**config.mk**
```make
export PLATFORM = sky130hd
export DESIGN_NAME = uart_rx
export DESIGN_NICKNAME = d
export VERILOG_FILES = /design/src/rtl/uart_pkg.sv /design/src/rtl/uart_rx_tick.sv /design/src/rtl/uart_rx.sv
export SDC_FILE = /design/constraint.sdc
export NUM_CORES = 1
export LEC_CHECK = 0
export CORE_AREA = 2 2 81 90
export DETAILED_ROUTE_END_ITERATION = 6
export DIE_AREA = 0 0 83 92
export GPL_ROUTABILITY_DRIVEN = 1
export GPL_TIMING_DRIVEN = 0
export PLACE_DENSITY = 0.67
export SETUP_SLACK_MARGIN = 0.05
export SLEW_MARGIN = 20
export SYNTH_ARGS = -nofsm -noshare
export SYNTH_HDL_FRONTEND = slang
export SYNTH_SLANG_ARGS = --single-unit
export TNS_END_PERCENT = 30
```
**constraint.sdc**
```tcl
create_clock -name CLK -period 4.6 [get_ports CLK]
set_input_delay 0.92 -clock CLK [delete_from_list [all_inputs] [get_ports CLK]]
set_output_delay 0.92 -clock CLK [all_outputs]
set_load 0.02 [all_outputs]
```
**src/rtl/uart_pkg.sv**
```systemverilog
// uart_pkg
//   Constants and types shared by the UART receiver and transmitter.
//   OVERSAMPLE : oversample ticks per bit period
//   MID_SAMPLE : tick index (1-based) at which the start bit is re-checked
//   rx_state_t : receiver FSM state encoding
package uart_pkg;

    localparam int OVERSAMPLE = 16;
    localparam int MID_SAMPLE = 8;

    typedef enum logic [1:0] {
        RX_IDLE  = 2'd0,
        RX_START = 2'd1,
        RX_DATA  = 2'd2,
        RX_STOP  = 2'd3
    } rx_state_t;

endpackage

```
**src/rtl/uart_rx_tick.sv**
```systemverilog
// uart_rx_tick
//   Oversample tick generator. Counts 0..div and pulses tick for one CLK
//   when the count equals div, then wraps to 0. div = 0 ticks every CLK.
//   Ports:
//     CLK    : system clock
//     HRESET : asynchronous active-high reset
//     clear  : synchronous restart of the count (suppresses tick)
//     div    : CLK cycles per tick minus 1
//     tick   : one-CLK pulse per oversample period
module uart_rx_tick (
    input  logic        CLK,
    input  logic        HRESET,
    input  logic        clear,
    input  logic [15:0] div,
    output logic        tick
);

    logic [15:0] cnt_reg;
    logic [15:0] cnt_next;

    always_comb begin
        cnt_next = cnt_reg + 16'd1;
        if (clear || (cnt_reg == div)) begin
            cnt_next = 16'd0;
        end
    end

    assign tick = !clear && (cnt_reg == div);

    always_ff @(posedge CLK or posedge HRESET) begin
        if (HRESET) begin
            cnt_reg <= 16'd0;
        end else begin
            cnt_reg <= cnt_next;
        end
    end

endmodule

```
**src/rtl/uart_rx.sv**
```systemverilog
// uart_rx
//   16x oversampling UART receiver with a single-entry output register and
//   valid/ready handshake.
//   Parameters:
//     DATA_BITS   : data bits per frame (5..8)
//     SYNC_STAGES : rxd synchronizer depth (>= 2)
//   Ports:
//     CLK       : system clock
//     HRESET    : asynchronous active-high reset
//     baud_div  : CLK cycles per oversample tick minus 1
//     rxd       : asynchronous serial input, idle high
//     rx_data   : received word, LSB = first data bit
//     rx_valid  : rx_data holds an unconsumed word
//     rx_ready  : consumer takes rx_data this cycle
//     frame_err : one-cycle pulse when the stop bit samples 0
//     overrun   : one-cycle pulse when a completed word is dropped
module uart_rx
    import uart_pkg::*;
#(
    parameter int DATA_BITS   = 8,
    parameter int SYNC_STAGES = 2
) (
    input  logic                 CLK,
    input  logic                 HRESET,
    input  logic [15:0]          baud_div,
    input  logic                 rxd,
    output logic [DATA_BITS-1:0] rx_data,
    output logic                 rx_valid,
    input  logic                 rx_ready,
    output logic                 frame_err,
    output logic                 overrun
);

    localparam logic [3:0] OS_MID   = 4'(MID_SAMPLE - 1);
    localparam logic [3:0] OS_LAST  = 4'(OVERSAMPLE - 1);
    localparam logic [3:0] BIT_LAST = 4'(DATA_BITS - 1);

    // ------------------------------------------------------------------
    // Input synchronizer (resets to the idle level so reset release never
    // looks like a start edge)
    // ------------------------------------------------------------------
    logic [SYNC_STAGES-1:0] sync_reg;
    logic [SYNC_STAGES-1:0] sync_d;
    logic                   rxd_s;
    logic                   rxd_prev_reg;
    logic                   start_edge;

    genvar gi;
    generate
        for (gi = 0; gi < SYNC_STAGES; gi++) begin : g_sync
            if (gi == 0) begin : g_first
                assign sync_d[gi] = rxd;
            end else begin : g_next
                assign sync_d[gi] = sync_reg[gi-1];
            end
        end
    endgenerate

    always_ff @(posedge CLK or posedge HRESET) begin
        if (HRESET) begin
            sync_reg     <= '1;
            rxd_prev_reg <= 1'b1;
        end else begin
            sync_reg     <= sync_d;
            rxd_prev_reg <= rxd_s;
        end
    end

    assign rxd_s = sync_reg[SYNC_STAGES-1];
    // A line that stays low (break) never produces another edge, so the
    // receiver only re-arms once the line has gone back high.
    assign start_edge = rxd_prev_reg && !rxd_s;

    // ------------------------------------------------------------------
    // Datapath and FSM declarations
    // ------------------------------------------------------------------
    rx_state_t             state_reg;
    rx_state_t             state_next;
    logic [3:0]            os_cnt_reg;
    logic [3:0]            bit_cnt_reg;
    logic [DATA_BITS-1:0]  shift_reg;
    logic [DATA_BITS-1:0]  rx_data_reg;
    logic [15:0]           div_lat_reg;
    logic                  rx_valid_reg;
    logic                  frame_err_reg;
    logic                  overrun_reg;

    logic tick;
    logic tick_clear;
    logic load_div;
    logic sample_pt;
    logic shift_en;
    logic frame_ok;
    logic frame_bad;

    // Divider is latched at the start edge so a baud change mid-frame
    // only applies to the next frame.
    uart_rx_tick u_tick (
        .CLK    (CLK),
        .HRESET (HRESET),
        .clear  (tick_clear),
        .div    (div_lat_reg),
        .tick   (tick)
    );

    // ------------------------------------------------------------------
    // FSM: state register
    // ------------------------------------------------------------------
    always_ff @(posedge CLK or posedge HRESET) begin
        if (HRESET) begin
            state_reg <= RX_IDLE;
        end else begin
            state_reg <= state_next;
        end
    end

    // ------------------------------------------------------------------
    // FSM: next-state logic
    // ------------------------------------------------------------------
    always_comb begin
        state_next = state_reg;
        case (state_reg)
            RX_IDLE: begin
                if (start_edge) begin
                    state_next = RX_START;
                end
            end
            RX_START: begin
                if (tick && (os_cnt_reg == OS_MID)) begin
                    // High at mid-start means a glitch: drop back silently.
                    state_next = rxd_s ? RX_IDLE : RX_DATA;
                end
            end
            RX_DATA: begin
                if (tick && (os_cnt_reg == OS_LAST) && (bit_cnt_reg == BIT_LAST)) begin
                    state_next = RX_STOP;
                end
            end
            RX_STOP: begin
                if (tick && (os_cnt_reg == OS_LAST)) begin
                    state_next = RX_IDLE;
                end
            end
            default: state_next = RX_IDLE;
        endcase
    end

    // ------------------------------------------------------------------
    // FSM: output logic
    // ------------------------------------------------------------------
    always_comb begin
        tick_clear = 1'b0;
        load_div   = 1'b0;
        sample_pt  = 1'b0;
        shift_en   = 1'b0;
        frame_ok   = 1'b0;
        frame_bad  = 1'b0;
        case (state_reg)
            RX_IDLE: begin
                // Hold the tick counter at 0 so START begins a fresh period.
                tick_clear = 1'b1;
                load_div   = start_edge;
            end
            RX_START: begin
                sample_pt = tick && (os_cnt_reg == OS_MID);
            end
            RX_DATA: begin
                sample_pt = tick && (os_cnt_reg == OS_LAST);
                shift_en  = sample_pt;
            end
            RX_STOP: begin
                sample_pt = tick && (os_cnt_reg == OS_LAST);
                frame_ok  = sample_pt && rxd_s;
                frame_bad = sample_pt && !rxd_s;
            end
            default: begin
                tick_clear = 1'b1;
            end
        endcase
    end

    // ------------------------------------------------------------------
    // Counters, shifter, divider latch
    // ------------------------------------------------------------------
    always_ff @(posedge CLK or posedge HRESET) begin
        if (HRESET) begin
            os_cnt_reg  <= 4'd0;
            bit_cnt_reg <= 4'd0;
            shift_reg   <= '0;
            div_lat_reg <= 16'd0;
        end else begin
            if (load_div) begin
                div_lat_reg <= baud_div;
            end
            if (state_reg == RX_IDLE) begin
                os_cnt_reg  <= 4'd0;
                bit_cnt_reg <= 4'd0;
            end else if (tick) begin
                os_cnt_reg <= sample_pt ? 4'd0 : os_cnt_reg + 4'd1;
            end
            if (shift_en) begin
                // LSB-first: each new bit enters at the top and walks down.
                shift_reg   <= {rxd_s, shift_reg[DATA_BITS-1:1]};
                bit_cnt_reg <= bit_cnt_reg + 4'd1;
            end
        end
    end

    // ------------------------------------------------------------------
    // Output register and handshake
    // ------------------------------------------------------------------
    always_ff @(posedge CLK or posedge HRESET) begin
        if (HRESET) begin
            rx_data_reg   <= '0;
            rx_valid_reg  <= 1'b0;
            frame_err_reg <= 1'b0;
            overrun_reg   <= 1'b0;
        end else begin
            frame_err_reg <= frame_bad;
            overrun_reg   <= 1'b0;
            if (frame_ok) begin
                // A handshake in the same cycle frees the slot for the new word.
                if (!rx_valid_reg || rx_ready) begin
                    rx_data_reg  <= shift_reg;
                    rx_valid_reg <= 1'b1;
                end else begin
                    overrun_reg <= 1'b1;
                end
            end else if (rx_valid_reg && rx_ready) begin
                rx_valid_reg <= 1'b0;
            end
        end
    end

    assign rx_data   = rx_data_reg;
    assign rx_valid  = rx_valid_reg;
    assign frame_err = frame_err_reg;
    assign overrun   = overrun_reg;

endmodule

```
==> results.md, run 1 <==
- Die span in x: 83 um
- Vias per cell: 5.22
- Via Count: 1990
- DR top layer: met4
- Area share of the leading cell type in the synthesized netlist: 51.9%
- Measured slew at the worst slew-check pin: 0.640 ns
- Port Buf Inserts: 30
- Setup CP Type: flop to primary output
- Worst min path class: flop to flop
- Die span in y: 92 um
- R2R Setup Slk: 2.52 ns
- Crit path buf inv count: 1
- Post-CTS Hold Buffers: 0
- Fmax: 0.449 GHz
- Placer congestion estimate: 0.790
- CTS tree: done
- Final cell count without fillers: 381
- CTS max path bufs: 2
- CTS-repair resized insts: 0
- Fraction of layout instances using a drive strength above 1: 23.0%
- Io pins: 31
- HPWL after DPL: 3.73 mm
- Site Rows: 32
- # diodes: 0
- Clk_skew: 0.00730 ns
- Initial antenna violation count: 0
- PD cells: 442 nW/um^2
- Detail Route Antenna Nets: 0
- Mapped Avg Cell Area: 11.8 um^2
- R2R Path End: u_tick.cnt_reg[13]
- Synthesis-to-finish area growth: 23.5%
- Crit path DAT: 1.31 ns
- Largest net degree at the start of global routing: 49
- Layout Nets: 314
- Hold Path Cell Cnt: 0
- #FFs+latches synth: 64
- Tmin final: 2.23 ns
- Final Cycle Share: 48.4%
- Met1 wire length: 2.40 mm
- Peak fanout along the critical path: 2
- Core Box Area: 6850 um^2
- Worst-path clk slew: 0.07 ns
- Clk sinks: 64
- Total power: 1.60 mW
- Met2 WL: 2.65 mm
- Main area contributors after synthesis: dfrtp_1 52%, mux2_2 12%, xnor2_1 7.7%, nor2_1 3.2%, dfstp_2 2.7%
- Slowest-stage cell, CP: clkdlybuf4s50_1
- Fin. Hold Viols: 0
- Metal3 WL: 169 um
- Avg WL per Cell: 14.0 um
- Delay of the slowest cell on the worst path: 0.60 ns
- Post-synth top area cell: dfrtp_1
- Gr usage total: 15.6%
- RSZ-0062 raised after global routing: no
- Vias in the first global route: 2036
- Mapped Cells: 249
- Detailed Route Iter0 Violations: 103
- Peak supply drop: 0.267 mV
- CTS Buf Count: 9
- Slew Viols, Final: 0
- Hold Path Origin: sync_reg[0]
- Skew-Pair Late Insertion Delay: 0.34 ns
- Lkg Pwr: 1.57 nW
- Total grt overflow: 0
- Outcome: completed
- CTS root buffer: clkbuf_8
- Mapped cell area: 2940 um^2
- CP endpoint kind: primary output
- Startpoint Class: flop
- Reg-to-reg startpoint: u_tick.cnt_reg[2]
- Initial core utilization: 42.9%
- First-pass GRT wire length: 9.37 mm
- Stages on the worst setup path: 1
- Maxcap violations: 0
- Mapped Nets: 272
- Cell variety after synth: 39
- Final setup fails: 0
- Syn. warnings: 0
- H-Tree Depth: 3
- Setup bufs post-CTS: 0
- R2R depth: 7
- Delay-heaviest family, CP: buffers and inverters
- DRC Markers: 0
- Placed cells: 365
- Hold slack: 0.357 ns
- Setup TNS: 0 ns
- Crit path cell chain: clkdlybuf4s50_1
- Die ar.: 7640 um^2
- WL final: 5.33 mm
- Hold EP: sync_reg[1]
- Worst slew margin: 57.2%
- Req. time, crit path: 3.68 ns
- Post-synthesis sequential area ratio: 54.6%
- Iteration count of the initial detailed-routing pass: 4
==> through the flow <==
stage	instance area (um^2)	utilization (%)	worst slack, ns
detailed placement	3380	49.3	2.14
global placement	3350	48.9	0.951
global route	3630	53.0	2.33
floorplan	2940	-	2.09
finish	3630	53.0	2.37
CTS	3620	52.9	2.31
==> synthesized netlist by cell type <==
cell type,n
buf_2,3
inv_1,5
a31o_2,3
nand4_1,10
a21oi_1,5
a41o_1,1
nor2_1,25
xor2_1,5
dfrtp_1,61
buf_4,2
buf_6,1
nand2_1,14
or2_2,1
and4_2,1
mux2_2,32
nor3_1,3
a311oi_1,1
nor4b_2,1
a41oi_1,2
and4_1,1
a221o_1,1
nand3_4,1
and2b_1,1
nor4_2,1
nand4_2,1
ha_1,3
nand3_1,11
nand3b_1,1
nor2b_1,4
and3_1,2
o311ai_0,1
dfstp_2,3
o21ai_0,5
o211ai_1,1
clkbuf_1,5
xnor2_1,26
and2_1,2
a21o_1,1
nand2b_1,2
==> power by group <==
| part | switching (mW) | total [mW] | internal (mW) | leakage (nW) |
|---|---|---|---|---|
| Sequential | 0.0783 | 0.737 | 0.659 | 0.839 |
| Clock | 0.226 | 0.587 | 0.360 | 0.119 |
| Combinational | 0.115 | 0.279 | 0.164 | 0.608 |
==> layout make-up <==
type / instances / area, um^2
repair buffers: 31 / 328
multi-input cells: 169 / 1260
clock inverters: 7 / 120
fillers: 599 / 3220
clock buffers: 9 / 124
inverters: 5 / 21.3
well taps: 85 / 106
plain buffers: 11 / 60.1
flip-flops and latches: 64 / 1610
==> metal layers <==
metal	global-route usage (%)	up-vias
li1	-	958
met1	19.0	981
met2	26.1	41
met3	3.24	10
met4	8.20	0
met5	0	-
==> logic make-up after synthesis <==
| logic type | synth area share (%) |
|---|---|
| AO/OA/AOI/OAI | 4.98 |
| XOR/XNOR | 9.24 |
| adder cells (fa/ha/maj) | 1.28 |
| buffers and inverters | 2.68 |
| flip-flops | 54.6 |
| multiplexers | 12.3 |
| AND/OR/NAND/NOR | 14.9 |
==> cells in the final DEF, fill, tap and decap left out, types with 2 or more instances in the layout <==
master           count
and2_1               2
bufinv_16            3
xor2_1               5
and3_1               2
xnor2_1             26
clkinv_4             2
buf_4                2
nand2b_1             2
clkbuf_1             5
dfstp_2              3
nand4_1             10
clkdlybuf4s50_1     30
nand3_1             11
nor3_1               3
mux2_2              32
a31o_2               3
nor2_1              25
clkbuf_8             9
a21oi_1              5
a41oi_1              2
nor2b_1              4
ha_1                 3
o21ai_0              5
buf_2                3
dfrtp_1             61
nand2_1             14
inv_1                4
==> how the worst max path moves through the flow <==
stage	startpoint	to	slack [ns]
2_1_floorplan	HRESET	async pin	2.09
3_3_place_gp	HRESET	div_lat_reg[0]	0.95
3_5_place_dp	rx_ready	rx_data[0]	2.14
4_1_cts	flop	div_lat_reg[3]	2.31
5_1_grt	rx_data[7]	rx_data[7]	2.33
6_report	rx_data[7]	rx_data[7]	2.37
Note: power is estimated with default switching activity, not from simulation.
==> inputs of run 2 (changes only) <==
clock period = 2.1 ns   (was 4.6 ns; I/O delays follow)
==> results.md, run 2 (synthesized netlist as in run 1, its figures left out) <==
- Critical path startpoint: u_tick.cnt_reg[0] (was rx_data[7])
- CTS Buf Count: 9 (unchanged)
- Setup CP Type: flop to flop (was flop to primary output)
- CP endpoint kind: flop (was primary output)
- Fmax: 0.515 GHz
- CTS max path bufs: 2 (unchanged)
- Detailed Route Iter0 Violations: 84 (was 103)
- Clk sinks: 64 (unchanged)
- Avg WL per Cell: 14.1 um (was 14.0 um)
- Commonest non-fill, non-tap cell in the layout: dfrtp_1 (unchanged)
- Io pins: 31 (unchanged)
- Via Count: 2007 (was 1990)
- Maxcap violations: 0 (unchanged)
- Die span in x: 83 um (unchanged)
- Peak fanout along the critical path: 8 (was 2)
- Vias in the first global route: 2023 (was 2036)
- Lkg Pwr: 1.65 nW (was 1.57 nW)
- Core Box Area: 6850 um^2 (unchanged)
- DR top layer: met4 (unchanged)
- CTS tree: done (unchanged)
- Port Buf Inserts: 30 (unchanged)
- Startpoint Class: flop (unchanged)
- Fin worst setup slack: 0.157 ns (was 2.37 ns)
- Most frequent cells in the layout: 58 x dfrtp_1, 31 x mux2_2, 30 x clkdlybuf4s50_1, 25 x nor2_1, 23 x xnor2_1 (was 61 x dfrtp_1, 32 x mux2_2, 30 x clkdlybuf4s50_1, 26 x xnor2_1, 25 x nor2_1)
- Delay of the slowest cell on the worst path: 0.44 ns (was 0.60 ns)
- Req. time, crit path: 2.33 ns (was 3.68 ns)
- Slowest-stage cell, CP: dfrtp_1 (was clkdlybuf4s50_1)
- Iteration count of the initial detailed-routing pass: 4 (unchanged)
- Initial antenna violation count: 0 (unchanged)
- Total grt overflow: 0 (unchanged)
- Fraction of layout instances using a drive strength above 1: 27.0% (was 23.0%)
- Final Cycle Share: 92.5%
- Worst-path clk slew: 0.07 ns (about the same)
- RSZ-0062 raised after global routing: yes (was no)
- Metal3 WL: 148 um (was 169 um)
- Skew-Pair Late Insertion Delay: 0.34 ns (about the same)
- H-Tree Depth: 3 (unchanged)
- Crit path DAT: 2.17 ns (was 1.31 ns)
- Fin. Hold Viols: 0 (unchanged)
- Met1 wire length: 2.44 mm (was 2.40 mm)
- Initial core utilization: 42.9% (unchanged)
- Vias per cell: 5.16 (was 5.22)
- Met2 WL: 2.81 mm (was 2.65 mm)
- Post-CTS Hold Buffers: 0 (unchanged)
- PD cells: 964 nW/um^2 (was 442 nW/um^2)
- WL final: 5.50 mm (was 5.33 mm)
- R2R Path End: rx_data[1] (was u_tick.cnt_reg[13])
- R2R depth: 6 (was 7)
- DRC Markers: 0 (unchanged)
- Synthesis-to-finish area growth: 27.2% (was 23.5%)
- Crit path cell chain: xnor2_2 -> nand4_1 -> nor4_4 -> buf_4 -> nand4_4 -> mux2_4 (was clkdlybuf4s50_1)
- Measured slew at the worst slew-check pin: 0.430 ns (was 0.640 ns)
- Layout Nets: 322 (was 314)
- Die span in y: 92 um (unchanged)
- Gr usage total: 15.7% (was 15.6%)
- Total power: 3.60 mW (was 1.60 mW)
- Clk_skew: 0.00646 ns (was 0.00730 ns)
- Worst slew margin: 71.4% (was 57.2%)
- Setup TNS: 0 ns (unchanged)
- HPWL after DPL: 3.73 mm (unchanged)
- First-pass GRT wire length: 9.41 mm (was 9.37 mm)
- Die ar.: 7640 um^2 (unchanged)
- Outcome: completed (unchanged)
- Tmin final: 1.94 ns
- Peak supply drop: 0.594 mV (was 0.267 mV)
- # diodes: 0 (unchanged)
- Final setup fails: 0 (unchanged)
- Worst min path class: input port to async pin (was flop to flop)
- Reg-to-reg startpoint: u_tick.cnt_reg[0] (was u_tick.cnt_reg[2])
- Slew Viols, Final: 0 (unchanged)
- Detail Route Antenna Nets: 0 (unchanged)
- CTS root buffer: clkbuf_8 (unchanged)
- Placer congestion estimate: 0.790 (unchanged)
- Largest net degree at the start of global routing: 49 (unchanged)
- Pre-CTS WS: -0.146 ns (was 2.14 ns)
- R2R Setup Slk: 0.16 ns (was 2.52 ns)
- Site Rows: 32 (unchanged)
[run 2: cell types whose count changed in the layout (fill, tap and decap cells not counted), moves of 3 or more]
cell	before	now
dfrtp_2	0	3
buf_4	2	11
xnor2_1	26	23
xnor2_2	0	3
dfrtp_1	61	58
[run 2: worst max-delay path, delay by kind of cell (launching register included)]
family	cells	cell delay, ns
buffers and inverters	1	0.17
xor gates and xnor gates	1	0.16
and+or+nand+nor	3	0.71
DFF	1	0.44
muxes	1	0.34
[run 2: where the power goes]
group	switching (mW)	internal [mW]
combinational	0.279	0.409
sequential	0.180	1.45
clock	0.499	0.790
total	0.958	2.64
[run 2: how the worst max path moves through the flow]
stage,to,slack (ns),cells after the start
5_1_grt,bit_cnt_reg[2],0.03,5
4_1_cts,rx_data[0],0.05,5
3_3_place_gp,div_lat_reg[0],-1.05,2
3_5_place_dp,div_lat_reg[3],-0.15,4
6_report,rx_data[1],0.16,6
2_1_floorplan,async pin,0.09,1
[run 2: metrics by stage]
| step | area (um^2) | instances | util (%) | hold slack [ns] |
|---|---|---|---|---|
| after global routing | 3740 | 389 | 54.6 | 0.360 |
| after global placement | 3350 | 364 | 48.9 | 0.347 |
| final | 3740 | 389 | 54.6 | 0.357 |
| after CTS | 3640 | 381 | 53.2 | 0.357 |
| after floorplan | 2940 | 249 | - | 0.345 |
| after detailed placement | 3380 | 365 | 49.3 | 0.347 |
[run 2: final cells by class]
type / count / area, um^2
Sequential cell: 64 / 1610
Multi-Input combinational cell: 169 / 1310
Buffer: 11 / 62.6
Clock inverter: 7 / 120
Timing Repair Buffer: 39 / 388
Tap cell: 85 / 106
Inverter: 5 / 21.3
Clock buffer: 9 / 124
Fill cell: 600 / 3110
[run 2: routing by layer]
metal	GRT usage [%]	up-vias
met5	0	-
met4	8.20	0
met3	3.24	10
met2	25.9	33
met1	19.3	995
li1	-	969
[run 2: what timing repair did]
item | in CTS | in global routing
endpoints found under the setup margin | 28 | 42
pin swaps | 0 | 4
gates resized for setup | 3 | 8
setup buffers | 0 | 8
==> inputs of run 3 (changes only) <==
MAX_ROUTING_LAYER = met4   (was not set)
==> results.md, run 3 (synthesized netlist as in run 1, its figures left out) <==
- Tmin final: 1.94 ns (about the same)
- # diodes: 0 (unchanged)
- Fraction of layout instances using a drive strength above 1: 27.0% (unchanged)
- First-pass GRT wire length: 9.43 mm (was 9.41 mm)
- DRC Markers: 0 (unchanged)
- R2R Setup Slk: 0.16 ns (about the same)
- Avg WL per Cell: 14.3 um (was 14.1 um)
- Peak fanout along the critical path: 8 (unchanged)
- Die span in y: 92 um (unchanged)
- Worst min path class: input port to async pin (unchanged)
- Clk sinks: 64 (unchanged)
- Worst-path clk slew: 0.07 ns (about the same)
- Io pins: 31 (unchanged)
- CTS root buffer: clkbuf_8 (unchanged)
- Post-CTS Hold Buffers: 0 (unchanged)
- Final Cycle Share: 92.4% (was 92.5%)
- Via Count: 2011 (was 2007)
- Filler cells: 600 (unchanged)
- Most frequent cells in the layout: 58 x dfrtp_1, 31 x mux2_2, 30 x clkdlybuf4s50_1, 25 x nor2_1, 23 x xnor2_1 (unchanged)
- CTS tree: done (unchanged)
- Startpoint Class: flop (unchanged)
- Site Rows: 32 (unchanged)
- Final setup fails: 0 (unchanged)
- H-Tree Depth: 3 (unchanged)
- Initial antenna violation count: 0 (unchanged)
- Setup CP Type: flop to flop (unchanged)
- Placer congestion estimate: 0.801 (was 0.790)
- Largest net degree at the start of global routing: 49 (unchanged)
- Iteration count of the initial detailed-routing pass: 4 (unchanged)
- Synthesis-to-finish area growth: 27.2% (unchanged)
- Maxcap violations: 0 (unchanged)
- Outcome: completed (unchanged)
- R2R depth: 6 (unchanged)
- Clk_skew: 0.00643 ns (was 0.00646 ns)
- Worst slew margin: 70.4% (was 71.4%)
- Vias in the first global route: 2032 (was 2023)
- Fmax: 0.515 GHz (about the same)
- Layout Nets: 322 (unchanged)
- Reg-to-reg startpoint: u_tick.cnt_reg[0] (unchanged)
- CP endpoint kind: flop (unchanged)
- Vias per cell: 5.17 (was 5.16)
- Crit path DAT: 2.17 ns (about the same)
- Slew Viols, Final: 0 (unchanged)
- Initial core utilization: 42.9% (unchanged)
- CTS max path bufs: 2 (unchanged)
- Commonest non-fill, non-tap cell in the layout: dfrtp_1 (unchanged)
- CTS Buf Count: 9 (unchanged)
- Skew-Pair Late Insertion Delay: 0.34 ns (about the same)
- Port Buf Inserts: 30 (unchanged)
- RSZ-0062 raised after global routing: yes (unchanged)
- Post-route cell area: 3740 um^2 (unchanged)
- Detailed Route Iter0 Violations: 114 (was 84)
- Hold slack: 0.356 ns (was 0.357 ns)
- Detail Route Antenna Nets: 0 (unchanged)
- Lkg Pwr: 1.65 nW (unchanged)
- Cell Area, Placed: 3380 um^2 (unchanged)
- HPWL after DPL: 3.73 mm (unchanged)
- Total grt overflow: 0 (unchanged)
- Die span in x: 83 um (unchanged)
- Total power: 3.60 mW (about the same)
- Measured slew at the worst slew-check pin: 0.443 ns (was 0.430 ns)
- PD cells: 964 nW/um^2 (about the same)
- Fin. Hold Viols: 0 (unchanged)
- R2R Path End: rx_data[1] (unchanged)
- WL final: 5.55 mm (was 5.50 mm)
- Die ar.: 7640 um^2 (unchanged)
- Core Box Area: 6850 um^2 (unchanged)
- Peak supply drop: 0.594 mV (about the same)
- Gr usage total: 16.1% (was 15.7%)
- Req. time, crit path: 2.33 ns (about the same)
-- run 3: cell counts in the layout (fill, tap and decap cells not counted) --
Identical to the previous run, type by type.
-- run 3: worst max path at each step --
| stage | from | to | slack (ns) | cells after the start |
|---|---|---|---|---|
| after floorplan | HRESET | async pin | 0.09 | 1 |
| after global placement | HRESET | div_lat_reg[0] | -1.05 | 2 |
| after detailed placement | flop | div_lat_reg[3] | -0.15 | 4 |
| after CTS | u_tick.cnt_reg[10] | rx_data[0] | 0.05 | 5 |
| after global routing | os_cnt_reg[1] | bit_cnt_reg[2] | 0.03 | 5 |
| final | u_tick.cnt_reg[0] | rx_data[1] | 0.16 | 6 |
-- run 3: cell type report --
cell class / instances / area [um^2] / area share [%]
Clock buffer: 9 / 124 / 3.31
Multi-Input combinational cell: 169 / 1310 / 35.0
Clock inverter: 7 / 120 / 3.21
Buffer: 11 / 62.6 / 1.67
Sequential cell: 64 / 1610 / 43.0
Tap cell: 85 / 106 / 2.84
Inverter: 5 / 21.3 / 0.569
Timing Repair Buffer: 39 / 388 / 10.4
-- run 3: stage by stage --
step / worst slack (ns) / setup TNS (ns) / util, % / std cells
after global routing: 0.0269 / 0 / 54.6 / 389
after floorplan: 0.0869 / 0 / - / 249
after global placement: -1.05 / -66.53 / 48.9 / 364
after CTS: 0.0457 / 0 / 53.2 / 381
final: 0.159 / 0 / 54.6 / 389
after detailed placement: -0.146 / -1.41 / 49.3 / 365
-- run 3: power by group --
part / switching (mW) / leakage, nW / total (mW) / internal [mW]
logic: 0.280 / 0.691 / 0.689 / 0.409
clock network: 0.498 / 0.119 / 1.29 / 0.790
registers: 0.180 / 0.835 / 1.63 / 1.45
-- run 3: critical path, stage by stage (launching register included) --
cell     delay, ns
dfrtp_1       0.44
xnor2_2       0.16
nand4_1       0.18
nor4_4        0.36
buf_4         0.17
nand4_4       0.17
mux2_4        0.34
-- run 3: repair_timing --
item / 4_1_cts / 5_1_grt
gates resized for setup: 3 / 8
pin swaps: 0 / 4
setup endpoints to repair: 28 / 42
setup buffers: 0 / 8
-- run 3: per-layer routing --
metal,global-route usage [%],up-vias,share of wire (%)
li1,-,975,-
met1,19.3,989,45
met2,26.1,34,50
met3,3.24,13,2.6
met4,8.20,0,2.1
met5,-,-,0
